===== config.mk =====
export PLATFORM = sky130hd
export DESIGN_NAME = adder_seq_ctrl
export DESIGN_NICKNAME = d
export VERILOG_FILES = /design/src/rtl/adder_seq_ctrl_pkg.sv /design/src/rtl/adder_seq_ctrl_full_adder.sv /design/src/rtl/adder_seq_ctrl.sv
export SDC_FILE = /design/constraint.sdc
export NUM_CORES = 1
export LEC_CHECK = 0
export CORE_MARGIN = 1.5
export CORE_UTILIZATION = 50
export DETAILED_ROUTE_END_ITERATION = 10
export PLACE_DENSITY = 0.79
export SKIP_CTS_REPAIR_TIMING = 1
export SLEW_MARGIN = 40
export SYNTH_ARGS = -nofsm -noshare
export SYNTH_HDL_FRONTEND = slang
export SYNTH_SLANG_ARGS = --single-unit

===== constraint.sdc =====
create_clock -name clk_i -period 3.8 [get_ports clk_i]
set_clock_uncertainty 0.05 [all_clocks]
set_input_delay 0.38 -clock clk_i [delete_from_list [all_inputs] [get_ports clk_i]]
set_output_delay 0.38 -clock clk_i [all_outputs]
set_load 0.02 [all_outputs]

===== src/rtl/adder_seq_ctrl_pkg.sv =====
// Shared types and default sizing for the multi-precision add/sub sequencer.
package adder_seq_ctrl_pkg;

   localparam int WIDTH_DEF = 8;
   localparam int BYTES_DEF = 4;

   typedef enum logic [1:0] {
      ST_IDLE = 2'd0,
      ST_RUN  = 2'd1,
      ST_DONE = 2'd2
   } state_e;

endpackage


===== src/rtl/adder_seq_ctrl_full_adder.sv =====
// WIDTH-bit slice adder with carry in/out; purely combinational, no flow control.
module full_adder
   import adder_seq_ctrl_pkg::*;
#(
   parameter int WIDTH = WIDTH_DEF
) (
   input  logic [WIDTH-1:0] a_i,
   input  logic [WIDTH-1:0] b_i,
   input  logic             cy_i,
   output logic [WIDTH-1:0] y_o,
   output logic             cy_o
);

   assign {cy_o, y_o} = {1'b0, a_i} + {1'b0, b_i} + {{WIDTH{1'b0}}, cy_i};

endmodule


===== src/rtl/adder_seq_ctrl.sv =====
// Runs BYTES*WIDTH-bit add/sub through one WIDTH-bit adder, LS slice first; done_o BYTES cycles
// after an accepted start. start_i is ignored while busy; back-to-back start accepted in DONE.
module adder_seq_ctrl
   import adder_seq_ctrl_pkg::*;
#(
   parameter int WIDTH = WIDTH_DEF,
   parameter int BYTES = BYTES_DEF
) (
   input  logic                   clk_i,
   input  logic                   rst_i,
   input  logic                   start_i,
   input  logic                   sub_i,
   input  logic                   cy_i,
   input  logic [BYTES*WIDTH-1:0] op_a_i,
   input  logic [BYTES*WIDTH-1:0] op_b_i,
   output logic                   busy_o,
   output logic                   done_o,
   output logic [BYTES*WIDTH-1:0] res_o,
   output logic                   cy_o,
   output logic                   ovf_o
);

   localparam int N  = BYTES * WIDTH;
   localparam int IW = $clog2(BYTES);
   localparam logic [IW-1:0] LAST_IDX = IW'(BYTES - 1);

   state_e          state_q, state_d;
   logic [N-1:0]    a_q, a_d;
   logic [N-1:0]    b_q, b_d;
   logic            carry_q, carry_d;
   logic [IW-1:0]   idx_q, idx_d;
   logic [N-1:0]    res_q, res_d;
   logic            cy_q, cy_d;
   logic            ovf_q, ovf_d;
   logic            done_q, done_d;
   logic            busy_q, busy_d;

   logic [WIDTH-1:0] fa_a, fa_b, fa_y;
   logic             fa_cy;

   assign fa_a = a_q[idx_q*WIDTH +: WIDTH];
   assign fa_b = b_q[idx_q*WIDTH +: WIDTH];

   full_adder #(.WIDTH(WIDTH)) u_fa (
      .a_i  (fa_a),
      .b_i  (fa_b),
      .cy_i (carry_q),
      .y_o  (fa_y),
      .cy_o (fa_cy)
   );

   always_comb begin
      state_d = state_q;
      a_d     = a_q;
      b_d     = b_q;
      carry_d = carry_q;
      idx_d   = idx_q;
      res_d   = res_q;
      cy_d    = cy_q;
      ovf_d   = ovf_q;
      done_d  = 1'b0;
      busy_d  = 1'b0;
      case (state_q)
         ST_IDLE, ST_DONE: begin
            if (start_i) begin
               // Subtract is A + ~B + 1; B is stored already inverted.
               a_d     = op_a_i;
               b_d     = sub_i ? ~op_b_i : op_b_i;
               carry_d = sub_i ? 1'b1 : cy_i;
               idx_d   = '0;
               res_d   = '0;
               busy_d  = 1'b1;
               state_d = ST_RUN;
            end else begin
               state_d = ST_IDLE;
            end
         end
         ST_RUN: begin
            res_d[idx_q*WIDTH +: WIDTH] = fa_y;
            carry_d = fa_cy;
            if (idx_q == LAST_IDX) begin
               cy_d    = fa_cy;
               ovf_d   = (a_q[N-1] == b_q[N-1]) && (fa_y[WIDTH-1] != a_q[N-1]);
               done_d  = 1'b1;
               state_d = ST_DONE;
            end else begin
               idx_d  = idx_q + 1'b1;
               busy_d = 1'b1;
            end
         end
         default: state_d = ST_IDLE;
      endcase
   end

   always_ff @(posedge clk_i) begin
      if (rst_i) begin
         state_q <= ST_IDLE;
         a_q     <= '0;
         b_q     <= '0;
         carry_q <= 1'b0;
         idx_q   <= '0;
         res_q   <= '0;
         cy_q    <= 1'b0;
         ovf_q   <= 1'b0;
         done_q  <= 1'b0;
         busy_q  <= 1'b0;
      end else begin
         state_q <= state_d;
         a_q     <= a_d;
         b_q     <= b_d;
         carry_q <= carry_d;
         idx_q   <= idx_d;
         res_q   <= res_d;
         cy_q    <= cy_d;
         ovf_q   <= ovf_d;
         done_q  <= done_d;
         busy_q  <= busy_d;
      end
   end

   assign busy_o = busy_q;
   assign done_o = done_q;
   assign res_o  = res_q;
   assign cy_o   = cy_q;
   assign ovf_o  = ovf_q;

endmodule


==> impl_metrics.yaml <==
timing:
  relSlewSlack_pct: 55.7
  timing.final.crit_share_pct: 79.3
  period_minus_slack_ns: 3.01
  finalHoldViolations: 0
  setup_tns_ns: 0
  grt_setup_unrepaired: "false"
  worstMarginPinSlew_ns: 0.665
  fmax_mhz: 332
  setup_violations: 0
  slew_violations: 0
detailed_routing:
  firstDrtPassIters: 5
  wl_per_cell_um: 15.5
  drt_iter0_markers: 206
  wl_mm: 11.3
  drc: 0
  dr_total_vias: 4001
  antenna_left: 0
  vias_per_cell: 5.47
power_and_ir_drop:
  p_leak_nw: 2.16
  peakVddDrop_mv: 0.198
  powerDensity_nw_per_um2: 384
logic_synthesis:
  avgSynthCellArea_um2: 9.34
  synth_cell_types: 45
  synth_flop_cell: "dfxtp_1"
  synth-seq-area-share_pct: 43.9
  synthCells: 513
  synth.cell_area_um2: 4790
  synth_edf_count: 0
  async_flop_share_pct: 0
  yosys_warnings: 0
  syn_nets: 595
  ys_ff_latch: 105
clock_network:
  cts.sinks: 105
  clk_latency_ns: 0.37
  cts_root_buffer: "clkbuf_8"
  cts_made_buffers: 9
  cts.clk_slew.worst_paths_ns: 0.10
  tritoncts: "yes"
  clk_path_buf_depth: 2
  htree_levels: 3
global_route:
  grt_pass1_vias: 3799
  grt_overflow: 0
  antenna_found_initial: 0
  grt_start_max_net_pins: 106
  grt_pass1_wl_mm: 18.0
  track_usage_pct: 22.8
critical_path:
  crit_type: "reg -> reg"
  max_stage_delay_ns: 0.54
  cp.required_ns: 4.05
  cp.arrival_ns: 3.27
  crit_chain: "buf_4 > mux4_2 > fa_1 > inv_1 > fa_1 > nor2b_1 > o31a_2 > o211ai_1 > a22oi_1 > nor2_1"
  crit_family: "compound AO/OA/AOI/OAI gates"
  cp_num_buf_inv: 2
  cp_max_fo: 8
  cp_common_cell: "fa_1"
  cpMaxStageDelayCell: "mux4_2"
  end_kind: "flip-flop"
  cp-start-kind: "flip-flop"
cells_and_area:
  drive_gt1_share_pct: 9.14
  fin_nets: 679
  syn_to_final_growth_pct: 26.9
  stdcell_count: 731
  n_antenna_cell: 0
placement:
  port_buffers: 104
  gp_congestion: 0.820
  place_hpwl_mm: 8.38
  dp.cells: 715
hold_path:
  hold_path.class: "reg -> reg"
run:
  drv_cap: 0
floorplan:
  coreArea_um2: 9280
  start_util_pct: 51.6
  dieWidth_um: 101
  fp.dieH_um: 101
  die-area_um2: 10200
  std_cell_rows: 35
  io_pins: 105
run_status:
  status: "complete, no violations"
==> final cells by class <==
cell class | instances | area (um^2)
well taps | 129 | 161
clock buffers | 10 | 138
repair buffers | 110 | 1090
inverters | 9 | 33.8
flip-flops and latches | 105 | 2100
fillers | 784 | 3200
clock inverters | 6 | 42.5
multi-input cells | 362 | 2510
==> tightest hold or removal path, stage by stage, from the launching register on <==
cell	delay (ns)
dfxtp_1	0.32
nand2_1	0.05
a21oi_1	0.05
==> cells in the mapped netlist, types with 2 or more instances <==
| cell | instances | area, um^2 |
|---|---|---|
| and3b_1 | 2 | 17.5 |
| a211oi_1 | 33 | 248 |
| nand2b_1 | 2 | 12.5 |
| inv_1 | 9 | 33.8 |
| fa_1 | 2 | 40.0 |
| ha_1 | 11 | 138 |
| clkbuf_1 | 23 | 86.3 |
| nand2_1 | 67 | 251 |
| a21oi_1 | 42 | 210 |
| nor4b_4 | 2 | 47.6 |
| a22oi_1 | 32 | 240 |
| nand2_2 | 2 | 12.5 |
| dfxtp_1 | 105 | 2100 |
| nor2_1 | 79 | 297 |
| buf_2 | 8 | 40.0 |
| o211ai_1 | 4 | 30.0 |
| o21ai_0 | 2 | 10.0 |
| nor3_1 | 4 | 20.0 |
| and2b_1 | 2 | 15.0 |
| a211oi_4 | 2 | 40.0 |
| or3_1 | 2 | 12.5 |
| nor2b_1 | 4 | 25.0 |
| mux4_2 | 16 | 360 |
| buf_1 | 4 | 15.0 |
| xnor2_1 | 34 | 298 |
==> final timing paths <==
| kind | slack, ns | start | end | cells past startpoint |
|---|---|---|---|---|
| setup / recovery | 0.79 | idx_q[0] | res_o[14] | 10 |
| hold / removal | 0.41 | a_q[15] | a_q[15] | 2 |
| setup reg to reg | 0.79 | idx_q[0] | res_o[14] | 10 |
| hold reg to reg | 0.41 | a_q[15] | a_q[15] | 2 |
==> report_power, final <==
part / switching (mW) / leakage, nW / internal [mW] / total, mW
clock: 0.382 / 0.0887 / 0.257 / 0.639
combinational: 0.269 / 1.21 / 0.229 / 0.497
sequential: 0.0361 / 0.860 / 1.16 / 1.20
==> layout by cell type, fill, tap and decap left out, types with 2 or more instances in the layout <==
| cell | n |
|---|---|
| a211oi_1 | 33 |
| a211oi_4 | 2 |
| a21oi_1 | 42 |
| a22oi_1 | 32 |
| and2b_1 | 2 |
| and3b_1 | 2 |
| buf_4 | 5 |
| clkbuf_8 | 10 |
| clkdlybuf4s50_1 | 102 |
| clkinv_2 | 2 |
| clkinvlp_4 | 2 |
| dfxtp_1 | 105 |
| fa_1 | 2 |
| ha_1 | 11 |
| inv_1 | 9 |
| mux4_2 | 16 |
| nand2_1 | 67 |
| nand2_2 | 2 |
| nand2b_1 | 2 |
| nor2_1 | 79 |
| nor2b_1 | 3 |
| nor3_1 | 4 |
| nor4b_4 | 2 |
| o211ai_1 | 4 |
| o21ai_0 | 2 |
| or3_1 | 2 |
| xnor2_1 | 34 |
==> sequential cells by signal, indices dropped and copies added, names as in the netlist <==
name and cells:
res_o 32, carry_q 1, ovf_o 1, state_q 2, done_o 1, busy_o 1
a_q 32, cy_o 1, idx_q 2, b_q 32
==> cell families after synthesis <==
group,Yosys count,share of synthesized area (%)
xor gates and xnor gates,34,6.21
and+or+nand+nor,171,16.0
DFF,105,43.9
adders and majority gates,13,3.71
buffers and inverters,46,3.92
muxes,16,7.52
AOI/OAI and AO/OA,128,18.8
==> layer usage <==
metal	vias to the layer above	track usage (%)	routed length [um]
met5	-	0	0
met4	0	7.16	138
met3	13	3.95	459
met2	112	39.8	5670
met1	1913	28.8	5060
li1	1963	-	-
==> per-stage QoR <==
stage | power [mW] | utilization [%] | area (um^2) | hold WS, ns | worst slack (ns)
CTS | 2.34 | 65.5 | 6080 | 0.412 | 0.788
global placement | 1.70 | 63.5 | 5900 | 0.392 | 0.890
global route | 2.43 | 65.5 | 6080 | 0.428 | 0.549
detailed placement | 1.72 | 63.5 | 5900 | 0.398 | 0.828
finish | 2.33 | 65.5 | 6080 | 0.411 | 0.786
floorplan | 1.54 | - | 4790 | 0.383 | 0.865
No activity file was read; power rests on OpenSTA's default activity.
